## config.mk

```make
export PLATFORM = sky130hd
export DESIGN_NAME = nibble_port_tx
export DESIGN_NICKNAME = d
export VERILOG_FILES = /design/src/rtl/nibbler_io_pkg.sv /design/src/rtl/nibble_fifo.sv /design/src/rtl/nibble_port_tx.sv
export SDC_FILE = /design/constraint.sdc
export NUM_CORES = 1
export LEC_CHECK = 0
export ABC_AREA = 1
export CAP_MARGIN = 10
export CORE_UTILIZATION = 45
export CTS_CLUSTER_SIZE = 16
export DETAILED_ROUTE_END_ITERATION = 10
export PLACE_DENSITY = 0.73
export SKIP_LAST_GASP = 1
export SLEW_MARGIN = 20
export SYNTH_ARGS = -nofsm -noshare
export SYNTH_HDL_FRONTEND = slang
export SYNTH_HIERARCHICAL = 1
export SYNTH_SLANG_ARGS = --single-unit
```

## constraint.sdc

```tcl
create_clock -name clk -period 2.4 [get_ports clk]
set_input_delay 0.72 -clock clk [delete_from_list [all_inputs] [get_ports clk]]
set_output_delay 0.72 -clock clk [all_outputs]
set_load 0.01 [all_outputs]
```

## src/rtl/nibbler_io_pkg.sv

```systemverilog
// Shared types and helpers for the Nibbler output-port serial transmitter:
// FSM state encoding, frame geometry and the parity helper.
package nibbler_io_pkg;

    localparam int PORT_W     = 2;
    localparam int FRAME_BITS = 3 + PORT_W + 4;

    typedef enum logic [2:0] {
        ST_IDLE,
        ST_START,
        ST_ADDR,
        ST_DATA,
        ST_PARITY,
        ST_STOP
    } tx_state_t;

    // Start + port + data + parity + stop for an n-bit data field.
    function automatic int frame_bits(input int n);
        return 3 + PORT_W + n;
    endfunction

    // Even parity: the bit that makes the total count of ones even.
    function automatic logic even_parity(input logic [31:0] bits);
        return ^bits;
    endfunction

endpackage

```

## src/rtl/nibble_fifo.sv

```systemverilog
// Circular-buffer FIFO with a separate occupancy counter; the head entry is
// presented combinationally on dout.
module nibble_fifo #(
    parameter int W     = 6,
    parameter int DEPTH = 4
) (
    input  logic                   clk,
    input  logic                   reset,
    input  logic                   push,
    input  logic                   pop,
    input  logic [W-1:0]           din,
    output logic [W-1:0]           dout,
    output logic                   full,
    output logic                   empty,
    output logic [$clog2(DEPTH):0] count
);

    localparam int AW = $clog2(DEPTH);
    localparam logic [AW:0] DEPTH_C = (AW + 1)'(DEPTH);

    logic [W-1:0]  r_mem [DEPTH];
    logic [AW-1:0] r_wr_ptr;
    logic [AW-1:0] r_rd_ptr;
    logic [AW:0]   r_count;
    logic          w_do_push;
    logic          w_do_pop;

    assign full  = (r_count == DEPTH_C);
    assign empty = (r_count == '0);
    assign count = r_count;
    assign dout  = r_mem[r_rd_ptr];

    // A pop on the same edge frees the slot, so a push into a full buffer is legal then.
    assign w_do_pop  = pop && !empty;
    assign w_do_push = push && (!full || w_do_pop);

    always_ff @(posedge clk) begin
        if (reset) begin
            r_wr_ptr <= '0;
            r_rd_ptr <= '0;
            r_count  <= '0;
        end else begin
            if (w_do_push) r_wr_ptr <= r_wr_ptr + AW'(1);
            if (w_do_pop)  r_rd_ptr <= r_rd_ptr + AW'(1);
            case ({w_do_push, w_do_pop})
                2'b10:   r_count <= r_count + (AW + 1)'(1);
                2'b01:   r_count <= r_count - (AW + 1)'(1);
                default: ;
            endcase
        end
    end

    // NOTE: storage has no reset; the counter gates every read, so stale contents are never used.
    always_ff @(posedge clk) begin
        if (w_do_push) r_mem[r_wr_ptr] <= din;
    end

endmodule

```

## src/rtl/nibble_port_tx.sv

```systemverilog
// Nibbler output-port serial transmitter: buffers (port, nibble) writes and
// shifts each out as an LSB-first framed word with even parity on tx.
module nibble_port_tx
    import nibbler_io_pkg::*;
#(
    parameter int N            = 4,
    parameter int FIFO_DEPTH   = 4,
    parameter int CLKS_PER_BIT = 4
) (
    input  logic              clk,
    input  logic              reset,
    input  logic              wr_en,
    input  logic [PORT_W-1:0] wr_port,
    input  logic [N-1:0]      wr_data,
    output logic              full,
    output logic              overflow,
    output logic              busy,
    output logic              tx
);

    localparam int ENTRY_W = PORT_W + N;
    localparam int CW      = $clog2(FIFO_DEPTH) + 1;
    localparam int BW      = $clog2(CLKS_PER_BIT);
    localparam int IW      = $clog2(frame_bits(N));

    localparam logic [BW-1:0] BAUD_LAST = BW'(CLKS_PER_BIT - 1);
    localparam logic [IW-1:0] ADDR_LAST = IW'(PORT_W - 1);
    localparam logic [IW-1:0] DATA_LAST = IW'(ENTRY_W - 1);

    tx_state_t          r_state;
    tx_state_t          w_next_state;
    logic [BW-1:0]      r_baud;
    logic [IW-1:0]      r_bit_idx;
    logic [ENTRY_W-1:0] r_shift;
    logic               r_parity;
    logic               r_tx;
    logic               r_overflow;

    logic               w_fifo_full;
    logic               w_fifo_empty;
    logic [CW-1:0]      w_fifo_count;
    logic [ENTRY_W-1:0] w_fifo_dout;
    logic               w_push;
    logic               w_pop;
    logic               w_baud_wrap;
    logic               w_tx_bit;

    assign w_push      = wr_en && (!w_fifo_full || w_pop);
    assign w_baud_wrap = (r_baud == BAUD_LAST);

    // Entries hold {data, port} so one right shift walks port bits then data bits.
    nibble_fifo #(
        .W     (ENTRY_W),
        .DEPTH (FIFO_DEPTH)
    ) u_fifo (
        .clk   (clk),
        .reset (reset),
        .push  (w_push),
        .pop   (w_pop),
        .din   ({wr_data, wr_port}),
        .dout  (w_fifo_dout),
        .full  (w_fifo_full),
        .empty (w_fifo_empty),
        .count (w_fifo_count)
    );

    always_ff @(posedge clk) begin
        if (reset) r_state <= ST_IDLE;
        else       r_state <= w_next_state;
    end

    // NOTE: every combinational output gets a default first, so no path can infer a latch.
    always_comb begin
        w_next_state = r_state;
        case (r_state)
            ST_IDLE:   if (!w_fifo_empty) w_next_state = ST_START;
            ST_START:  if (w_baud_wrap) w_next_state = ST_ADDR;
            ST_ADDR:   if (w_baud_wrap && r_bit_idx == ADDR_LAST) w_next_state = ST_DATA;
            ST_DATA:   if (w_baud_wrap && r_bit_idx == DATA_LAST) w_next_state = ST_PARITY;
            ST_PARITY: if (w_baud_wrap) w_next_state = ST_STOP;
            ST_STOP: begin
                if (w_baud_wrap) w_next_state = w_fifo_empty ? ST_IDLE : ST_START;
            end
            default:   w_next_state = ST_IDLE;
        endcase
    end

    always_comb begin
        w_tx_bit = 1'b1;
        w_pop    = 1'b0;
        case (r_state)
            ST_IDLE:          w_pop    = !w_fifo_empty;
            ST_START:         w_tx_bit = 1'b0;
            ST_ADDR, ST_DATA: w_tx_bit = r_shift[0];
            ST_PARITY:        w_tx_bit = r_parity;
            ST_STOP:          w_pop    = w_baud_wrap && !w_fifo_empty;
            default:          ;
        endcase
    end

    // NOTE: sequential state uses non-blocking assignments so every register sees pre-edge values.
    always_ff @(posedge clk) begin
        if (reset) begin
            r_baud     <= '0;
            r_bit_idx  <= '0;
            r_shift    <= '0;
            r_parity   <= 1'b0;
            r_tx       <= 1'b1;
            r_overflow <= 1'b0;
        end else begin
            r_tx <= w_tx_bit;
            if (wr_en && !w_push) r_overflow <= 1'b1;

            if (r_state == ST_IDLE || w_baud_wrap) r_baud <= '0;
            else                                   r_baud <= r_baud + BW'(1);

            if (w_pop) begin
                r_shift   <= w_fifo_dout;
                r_parity  <= even_parity(32'(w_fifo_dout));
                r_bit_idx <= '0;
            end else if (w_baud_wrap && (r_state == ST_ADDR || r_state == ST_DATA)) begin
                r_shift   <= r_shift >> 1;
                r_bit_idx <= r_bit_idx + IW'(1);
            end
        end
    end

    assign tx       = r_tx;
    assign overflow = r_overflow;
    assign full     = w_fifo_full;
    assign busy     = (r_state != ST_IDLE) || (w_fifo_count != '0);

endmodule

```

---- After elaboration in Yosys (flattened, before gate mapping) ----
Memories as Yosys holds them, arrays and structs flattened. A register that Yosys moved wholly into a read port is not among the register bits.
Cells that the tools add are included.
operators by class
  reduce and logical (&&, ||, !) cells .... 27
  equality and inequality tests ........... 17
  multiplexer cells ....................... 17
  add/sub/neg operators ................... 6
operators with widths
  kind                   number
  $reduce_xor A32 Y1     1
  $mux W3                6
  $pmux W3 S6            1
  $mux W6                2
  $ne A2 B2 Y1 const B   6
  $eq A3 B3 Y1 const B   3
  $logic_and A1 B1 Y1    8
  $add A2 B1 Y2 const B  3
  $eq A3 B2 Y1 const B   2
  $logic_not A3 Y1       2
  $pmux W3 S2            1
  $reduce_and A6 Y1      1
  $reduce_bool A3 Y1     2
  $reduce_or A2 Y1       3
  $logic_or A1 B1 Y1     5
  $add A4 B1 Y4 const B  1
  $eq A2 B2 Y1 const B   2
  $eq A4 B1 Y1 const B   1
  $eq A4 B3 Y1 const B   1
  $mux W2                2
  $reduce_bool A2 Y1     2
  $add A3 B1 Y3 const B  1
  $eq A3 B1 Y1 const B   1
  $logic_not A1 Y1       3
  other kinds (5)        7
storage, ports and cells
  bits in writable memories ............... 24
  memories kept ........................... 1
  register bits after elaboration ......... 25
  logic and storage cells ................. 78
  input bits .............................. 9
memories
  memory        words  width  rd ports  clocked after memory_dff  write ports  line               RTL
  u_fifo.r_mem  4      6      1         1                         1            nibble_fifo.sv:21  logic [W-1:0] r_mem [DEPTH];

---- Logic depth before layout (Yosys ltp) ----
Gate-level depths: netlist of run 1.
  word-level depth ........................ 9
  gate-level depth with buffers ........... 17
  depth with buffers taken out ............ 16

---- By module ----
Netlist of run 1, hierarchy kept.
modules (own cells, without submodules)
  module          cells an instance  area each (um^2)  times used
  nibble_fifo     122                1375.1            1
  nibble_port_tx  174                1109.8            1

---- Worst setup path before layout of run 1 ----
Ideal clock, no wire load.
  path kind ............................... flip-flop to flip-flop
  from .................................... reg u_fifo.r_count[0] (netlist: u_fifo/count[0])
  to ...................................... reg u_fifo.r_count[2] (netlist: u_fifo/count[2])
  library setup time ...................... 0.115 ns
  data arrival time ....................... 2.069 ns
  path slack .............................. 0.216 ns
  stages on the path, launching flop included .. 17
  path through ............................ dfxtp_1 nor2_2 nand2_2 inv_1 inv_1 nand2_4 buf_6 nand2_1 nand2_1 inv_1 inv_1 nand3_1 fa_1 inv_1 nand4_1 a21oi_1 nor2_1
between the ends
  word-level cells in the longest chain between the ends .. 9
RTL lines
  element                                                   line                                        RTL
  start, declared                                           nibble_fifo.sv:24                           logic [AW:0] r_count;
  start signal, assigned                                    nibble_fifo.sv:46                           2'b10: r_count <= r_count + (AW + 1)'(1);
  start signal, assigned                                    nibble_fifo.sv:47                           2'b01: r_count <= r_count - (AW + 1)'(1);
  $logic_not A3 Y1 *                                        nibble_fifo.sv:29                           assign empty = (r_count == '0);
  named net w_fifo_empty                                    nibble_port_tx.sv:40                        logic w_fifo_empty;
  $logic_not A1 Y1 *                                        nibble_port_tx.sv:92, nibble_port_tx.sv:96
  $logic_and A1 B1 Y1                                       nibble_port_tx.sv:96                        ST_STOP: w_pop = w_baud_wrap && !w_fifo_empty;
  $pmux W1 S2 *                                             nibble_port_tx.sv:91                        case (r_state)
  $logic_or A1 B1 Y1 *                                      nibble_port_tx.sv:48                        assign w_push = wr_en && (!w_fifo_full || w_pop);
  $logic_and A1 B1 Y1 *                                     nibble_port_tx.sv:48
  named net w_push                                          nibble_port_tx.sv:43                        logic w_push;
  $logic_and A1 B1 Y1 *                                     nibble_fifo.sv:35                           assign w_do_push = push && (!full || w_do_pop);
  $eq A2 B1 Y1 / $eq A2 B2 Y1 (equally long branches)       nibble_fifo.sv:45                           case ({w_do_push, w_do_pop})
  $pmux W3 S2 / $reduce_bool A2 Y1 (equally long branches)  --
The timed path passes the listed nets; every way through them passes the cells marked *.
A chain may end at the register's enable or synchronous reset.

---- Worst setup path after layout of run 1 ----
  from .................................... reg r_state[0]
  to ...................................... out busy
between the ends
  word-level cells in the longest chain between the ends .. 2
RTL lines
  element                 line                   RTL
  start, declared         nibble_port_tx.sv:30   tx_state_t r_state;
  start signal, assigned  nibble_port_tx.sv:69   else r_state <= w_next_state;
  $reduce_bool A3 Y1      nibble_port_tx.sv:131  assign busy = (r_state != ST_IDLE) || (w_fifo_count != '0);
  $logic_or A1 B1 Y1      nibble_port_tx.sv:131
  end, declared           nibble_port_tx.sv:17   output logic busy,
No other way between the ends.

==> results of run 1 <==
-- stage by stage --
stage / power, uW / instances / worst slack (ns) / cell area [um2]
after CTS: 3280 / 387 / 0.0221 / 2820
after detailed placement: 2680 / 379 / 0.0818 / 2710
final: 3310 / 388 / 0.130 / 2840
after global routing: 3620 / 388 / 0.0254 / 2840
after floorplan: 2350 / 296 / 0.216 / 2480
after global placement: 2630 / 379 / 0.125 / 2710
-- flip-flops by register name (all words and copies together) (netlist names), named ones only --
signal and count:
r_bit_idx 4, r_parity 1, overflow 1, tx 1, u_fifo/r_wr_ptr 2, r_state 3
u_fifo/r_rd_ptr 2, r_baud 2, r_shift 6, u_fifo/count 3, u_fifo/r_mem 24
-- logic make-up (layout without fill, tap and decap cells) --
family | count (synthesis) | count (layout) | synth area share (%)
and+or+nand+nor | 135 | 135 | 24.4
buffers and inverters | 49 | 71 | 8.11
xor gates and xnor gates | 2 | 2 | 0.705
adders and majority gates | 9 | 9 | 4.83
AOI/OAI and AO/OA | 50 | 50 | 11.2
DFF | 51 | 51 | 50.8
-- area by class of cell --
| cell class | count | area, um2 | area share [%] |
|---|---|---|---|
| tap | 70 | 87.6 | 3.08 |
| multi-input combinational | 196 | 1030 | 36.2 |
| timing repair buffer | 20 | 183 | 6.43 |
| inverter | 43 | 161 | 5.68 |
| sequential | 51 | 1260 | 44.5 |
| clock inverter | 3 | 47.5 | 1.67 |
| clock buffer | 5 | 68.8 | 2.42 |
-- worst paths after layout --
kind | slack, ns | to | startpoint | cells after the start
worst max-delay path | 0.13 | busy | r_state[0]$_SDFFE_PP0P_ | 4
worst min-delay path | 0.46 | r_baud[0]$_SDFF_PP0_ | r_baud[0]$_SDFF_PP0_ | 1
worst max register to register | 0.28 | u_fifo/count[2]$_SDFFE_PP0P_ | u_fifo/count[0]$_SDFFE_PP0P_ | 15
worst min register to register | 0.46 | r_baud[0]$_SDFF_PP0_ | r_baud[0]$_SDFF_PP0_ | 1
-- synthesized netlist by cell type (all sizes together) --
cell type,number,area [um2]
nor2,36,143
or2,1,6.26
o21ai,23,126
inv,43,161
nor3b,1,7.51
buf,4,32.5
fa,1,20.0
ha,8,100
nand2,63,262
nor3,1,5.00
edfxtp,24,721
a21boi,1,7.51
xor2,2,17.5
clkbuf,2,7.51
o22ai,6,37.5
nand3b,2,15.0
nand4,4,25.0
o2111ai,1,8.76
nand3,26,135
or4,1,7.51
dfxtp,27,541
a21oi,19,98.9
-- worst max-delay path, stage by stage (launching register included) --
cell             delay (ns)
dfxtp_2                0.36
nor2_4                 0.14
nand2_2                0.10
or4_1                  0.40
clkdlybuf4s15_1        0.25
-- power by group through the flow --
stage          sequential, uW  clock, uW  combinational, uW
5_1_grt                  1260        667               1690
2_1_floorplan            1200          0               1140
6_report                 1230        611               1460
3_3_place_gp             1240          0               1390
3_5_place_dp             1240          0               1440
4_1_cts                  1220        625               1430
-- what timing repair did --
| item | 4_1_cts | 5_1_grt |
|---|---|---|
| setup buffers | 0 | 1 |
| endpoints found under the setup margin | 1 | 4 |
| hold endpoints to repair | 0 | 0 |
| gates resized for setup | 2 | 7 |
| gates cloned | 0 | 0 |
| pin swaps | 0 | 1 |
-- layer usage --
layer	wire (um)	global-route usage [%]	up-vias
met2	2150	28.5	32
met3	158	3.95	7
met4	46	4.42	0
met1	2060	20.5	885
met5	0	0	-
li1	-	-	1010
==> metrics.md, run 1 <==
| Metric | Value |
|---|---|
| Combinational group share of total power | between 40% and 50% |
| Die height | 76.3 um |
| Total net switching power | 1360 uW |
| Worst endpoint required time | roughly 1.7 ns |
| Status | finished clean |
| Worst slew pin tran | 0.393 ns |
| Tmin final | 2.27 ns |
| Avg Inst Size Synth | 8.39 um2 |
| WHS | approximately 0.46 ns |
| Peak supply drop | 0.000546 V |
| Rows | 26 |
| N_diodes | 0 |
| Worst-path clk slew | 0.10 ns |
| Worst EP arrival | approximately 1.6 ns |
| Nets@finish | 335 |
| Syn Inst Count | 296 |
| Die ar. | ~5800 um2 |
| PD cells | about 1200 nW/um2 |
| CTS tree | done |
| Cell Int Power | a little under 2000 uW |
| Relative slew slack | 73.8% |
| Via density | 4.98 |
| Port bufs | 12 |
| Hold_buf cts | 0 |
| TritonCTS Sinks | 51 |
| Gr usage total | 16.5% |
| Critical path startpoint category | flip-flop |
| Skew final | 0.00631 ns |
| Yosys cell types | 31 |
| Chip width | 76.3 um |
| Final period utilization | 94.6% |
| Setup CP Type | flip-flop to primary output |
| P_leak | 0.00120 uW |
| Initial Util | a little under half |
| Wirelength per Cell | 11.4 um |
| Gr ovfl total | 0 |
| CTS root buffer | clkbuf_8 |
| Yosys reg bits | 51 |
| Setup tns final | 0 ns |
| Final Util | 54.6% |
| RSZ-0062 raised after global routing | false |
| Crit. End Element | primary output |
| Crit-path max FO | 5 |
| Hold Fails Final Rpt | 0 |
| Routability cong. | 0.890 |
| Achievable Freq | 0.440 GHz |
| Initial antenna violation count | 0 |
| Slew Viols, Final | 0 |
| Worst hold path type | flip-flop to flip-flop |
| Clk Latency, worst-skew pair | 0.30 ns |
| Warnings, synthesis | 6 |
| Mapped Area | 2480 um2 |
| Maximum clock path buffer count | 2 |
| Highest-count cells in the layout ignoring fill and taps | nand2_1, inv_1, nor2_1 |
| Most common cell after layout, fill and taps aside | nand2_1 |
| Antenna-violating nets left | 0 |
| Via count | 1934 |
| Drt pass-1 iters | 5 |
| TritonCTS buffer count | 5 |
| Sequential power share | between 30% and 40% |
| Endpoints failing setup | 0 |
| Sequential area share after synthesis | 50.8% |
| Fraction of layout cells with a size suffix above 1 | 11.3% |
| Max H-tree Level | 2 |
| DRC Markers | 0 |
| Number of global-route vias before repair | 1793 |
| Mapped Nets | 314 |
| I/O pin total | 13 |
| Layout area overhead | 14.4% |
| Clk pwr share | 18.5% |
| Initial DRC Count | 90 |
| Routed wire length | 4.41 mm |
| Total of fill cells in the finished design | 490 |
| Sw frac | 41.0% |
| First-pass GRT wire length | 7.79 mm |
| Largest net degree at the start of global routing | 18 |
| Core region area | 5200 um2 |
| Max cap viols | 0 |
| DPL Wire Length | 3.25 mm |
Power figures use the tool's default switching activity.
==> run 2: changes to the inputs <==
--- a/config.mk
+++ b/config.mk
@@ -11,6 +11,7 @@
 export CTS_CLUSTER_SIZE = 16
 export DETAILED_ROUTE_END_ITERATION = 10
 export PLACE_DENSITY = 0.73
+export SKIP_CTS_REPAIR_TIMING = 1
 export SKIP_LAST_GASP = 1
 export SLEW_MARGIN = 20
 export SYNTH_ARGS = -nofsm -noshare
==> constraint.sdc (replaced) <==
create_clock -name clk -period 2.3 [get_ports clk]
set_input_delay 0.69 -clock clk [delete_from_list [all_inputs] [get_ports clk]]
set_output_delay 0.69 -clock clk [all_outputs]
set_load 0.01 [all_outputs]
==> metrics.md, run 2 (same netlist as run 1, synthesis figures left out) <==
| Metric | Value |
|---|---|
| Max cap viols | 0 (unchanged) |
| Critical-path cell list | nor2_2, nand2_2, or4_1, dlymetal6s2s_1 |
| Sequential power share | 37.7% (+0.4 points) |
| P_leak | 0.00121 uW (+0.48%) |
| Number of global-route vias before repair | 1862 (+3.8%) |
| Sw frac | 41.5% (+0.46 points) |
| Final period utilization | ~94% |
| Worst hold path type | flip-flop to flip-flop |
| Area occupied by multi-input gates | 1020 um2 (-0.49%) |
| Slew Viols, Final | 0 (unchanged) |
| Met3 routed wirelength | 124 um (-22%) |
| Nets@finish | 338 (+0.90%) |
| CTS tree | done |
| Tmin final | 2.16 ns |
| WHS | 0.461 ns (+0.000246 ns) |
| Hold Fails Final Rpt | 0 (unchanged) |
| PD cells | 1180 nW/um2 (+1.2%) |
| Register area | 1260 um2 (-0.30%) |
| Total of fill cells in the finished design | 506 (+3.3%) |
| Status | finished clean |
| Peak supply drop | 0.000529 V (-3.1%) |
| Critical path startpoint category | flip-flop |
| Highest-count cells in the layout ignoring fill and taps | nand2_1, inv_1, nor2_1 |
| Gr usage total | 16.8% (+0.28 points) |
| First-pass GRT wire length | 7.91 mm (+1.6%) |
| TritonCTS buffer count | 5 (unchanged) |
| Die height | 76.3 um (unchanged) |
| Chip width | 76.3 um (unchanged) |
| Combinational group share of total power | 47.3% (+3.1 points) |
| Largest net degree at the start of global routing | 17 (-1) |
| Clk Latency, worst-skew pair | 0.30 ns (about the same) |
| TritonCTS Sinks | 51 (unchanged) |
| DRC Markers | 0 (unchanged) |
| Metal-1 WL | 2.12 mm (+2.9%) |
| Wire length on met2 | 2.13 mm (-0.61%) |
| CP max-delay cell | or4_1 |
| Routed wire length | 4.40 mm (-0.20%) |
| Port bufs | 12 (unchanged) |
| Rows | 26 (unchanged) |
| Top layer in use | met4 |
| Endpoints failing setup | 0 (unchanged) |
| CTS root buffer | clkbuf_8 |
| Gr ovfl total | 0 (unchanged) |
| Final Util | 54.4% (-0.19 points) |
| Antenna-violating nets left | 0 (unchanged) |
| Drt pass-1 iters | 4 (-1) |
| DPL Wire Length | 3.28 mm (+1.1%) |
| Final Power | 3340 uW (+0.87%) |
| Routability cong. | 0.854 (-4.0%) |
| Area after DPL | 2740 um2 (+1.1%) |
| Worst endpoint required time | 1.61 ns (-0.07 ns) |
| Largest stage delay on the critical path | 0.38 ns (-0.02 ns) |
| Relative slew slack | 74.3% (+0.54 points) |
| Achievable Freq | 0.463 GHz |
| Crit. End Element | primary output |
| RSZ-0062 raised after global routing | false |
| Initial antenna violation count | 0 (unchanged) |
| Final instance area | 2830 um2 (-0.35%) |
| Skew final | 0.00559 ns (-0.000715 ns) |
| Total net switching power | 1380 uW (+2.0%) |
| N_diodes | 0 (unchanged) |
| Core region area | 5200 um2 (unchanged) |
| Worst-path clk slew | 0.09 ns (about the same) |
| Number of flip-flops in the largest register | 24 (unchanged) |
| Most common cell after layout, fill and taps aside | nand2_1 |
| Clk pwr share | 14.9% (-3.6 points) |
| Crit-path max FO | 5 (unchanged) |
| Maximum clock path buffer count | 2 (unchanged) |
| Initial Util | 47.7% (unchanged) |
| Die ar. | 5820 um2 (unchanged) |
| Wirelength per Cell | 11.3 um (-0.97%) |
| Reg with most FFs | u_fifo/r_mem |
| Initial DRC Count | 98 (+8.9%) |
| Worst EP arrival | 1.47 ns (-0.08 ns) |
| Largest regs | u_fifo/r_mem (24), r_shift (6), r_bit_idx (4) |
| Cell Int Power | 1950 uW (about the same) |
| Max H-tree Level | 2 (unchanged) |
| I/O pin total | 13 (unchanged) |
| Fraction of layout cells with a size suffix above 1 | 11.2% (-0.11 points) |
| Layout area overhead | 14.0% |
| Via density | 4.95 (-0.72%) |
| Setup CP Type | flip-flop to primary output |
| Worst slew pin tran | 0.384 ns (-0.00897 ns) |
| Via count | 1935 (+0.052%) |
## run 2: worst paths after layout
| check | from | end | slack, ns | cells past startpoint |
|---|---|---|---|---|
| hold / removal | r_baud[0]$_SDFF_PP0_ | r_baud[0]$_SDFF_PP0_ | 0.46 | 1 |
| setup / recovery | r_state[0]$_SDFFE_PP0P_ | busy | 0.14 | 4 |
| setup reg to reg | r_baud[0]$_SDFF_PP0_ | u_fifo/count[2]$_SDFFE_PP0P_ | 0.24 | 14 |
| hold reg to reg | r_baud[0]$_SDFF_PP0_ | r_baud[0]$_SDFF_PP0_ | 0.46 | 1 |
## run 2: per-stage QoR
stage / setup TNS (ns) / std cells / setup WS, ns
after floorplan: 0 / 296 / 0.116
after global placement: 0 / 383 / 0.0533
after detailed placement: 0 / 383 / 0.0122
after CTS: -0.235 / 391 / -0.235
after global routing: 0 / 391 / 0.0234
final: 0 / 391 / 0.141
## run 2: routing by layer
metal / GRT usage, % / up-vias
li1: - / 1019
met1: 21.0 / 886
met2: 28.2 / 28
met3: 3.95 / 2
met4: 5.96 / 0
met5: 0 / -
## run 2: power by group through the flow
stage | combinational (uW) | clock (uW) | sequential [uW]
2_1_floorplan | 1190 | 0 | 1250
3_3_place_gp | 1530 | 0 | 1270
3_5_place_dp | 1570 | 0 | 1280
4_1_cts | 1580 | 524 | 1250
5_1_grt | 1810 | 557 | 1280
6_report | 1580 | 498 | 1260
## run 2: final cells by class
| cell class | count | share of cell area (%) |
|---|---|---|
| repair buffers | 23 | 7.33 |
| clock buffers | 6 | 2.56 |
| well taps | 70 | 3.09 |
| clock inverters | 2 | 0.618 |
| flip-flops and latches | 51 | 44.5 |
| inverters | 43 | 5.70 |
| multi-input cells | 196 | 36.2 |
## run 2: critical path, delay by kind of cell, from the launching register on
family	cells	cell delay [ns]
and+or+nand+nor	3	0.63
DFF	1	0.36
buffers and inverters	1	0.18
==> run 3: changes to the inputs <==
--- a/config.mk
+++ b/config.mk
@@ -8,7 +8,6 @@
 export ABC_AREA = 1
 export CAP_MARGIN = 10
 export CORE_UTILIZATION = 45
-export CTS_CLUSTER_SIZE = 16
 export DETAILED_ROUTE_END_ITERATION = 10
 export PLACE_DENSITY = 0.73
 export SKIP_CTS_REPAIR_TIMING = 1
==> results of run 3 <==
The final DEF is identical to that of run 2; final timing and power are the same.
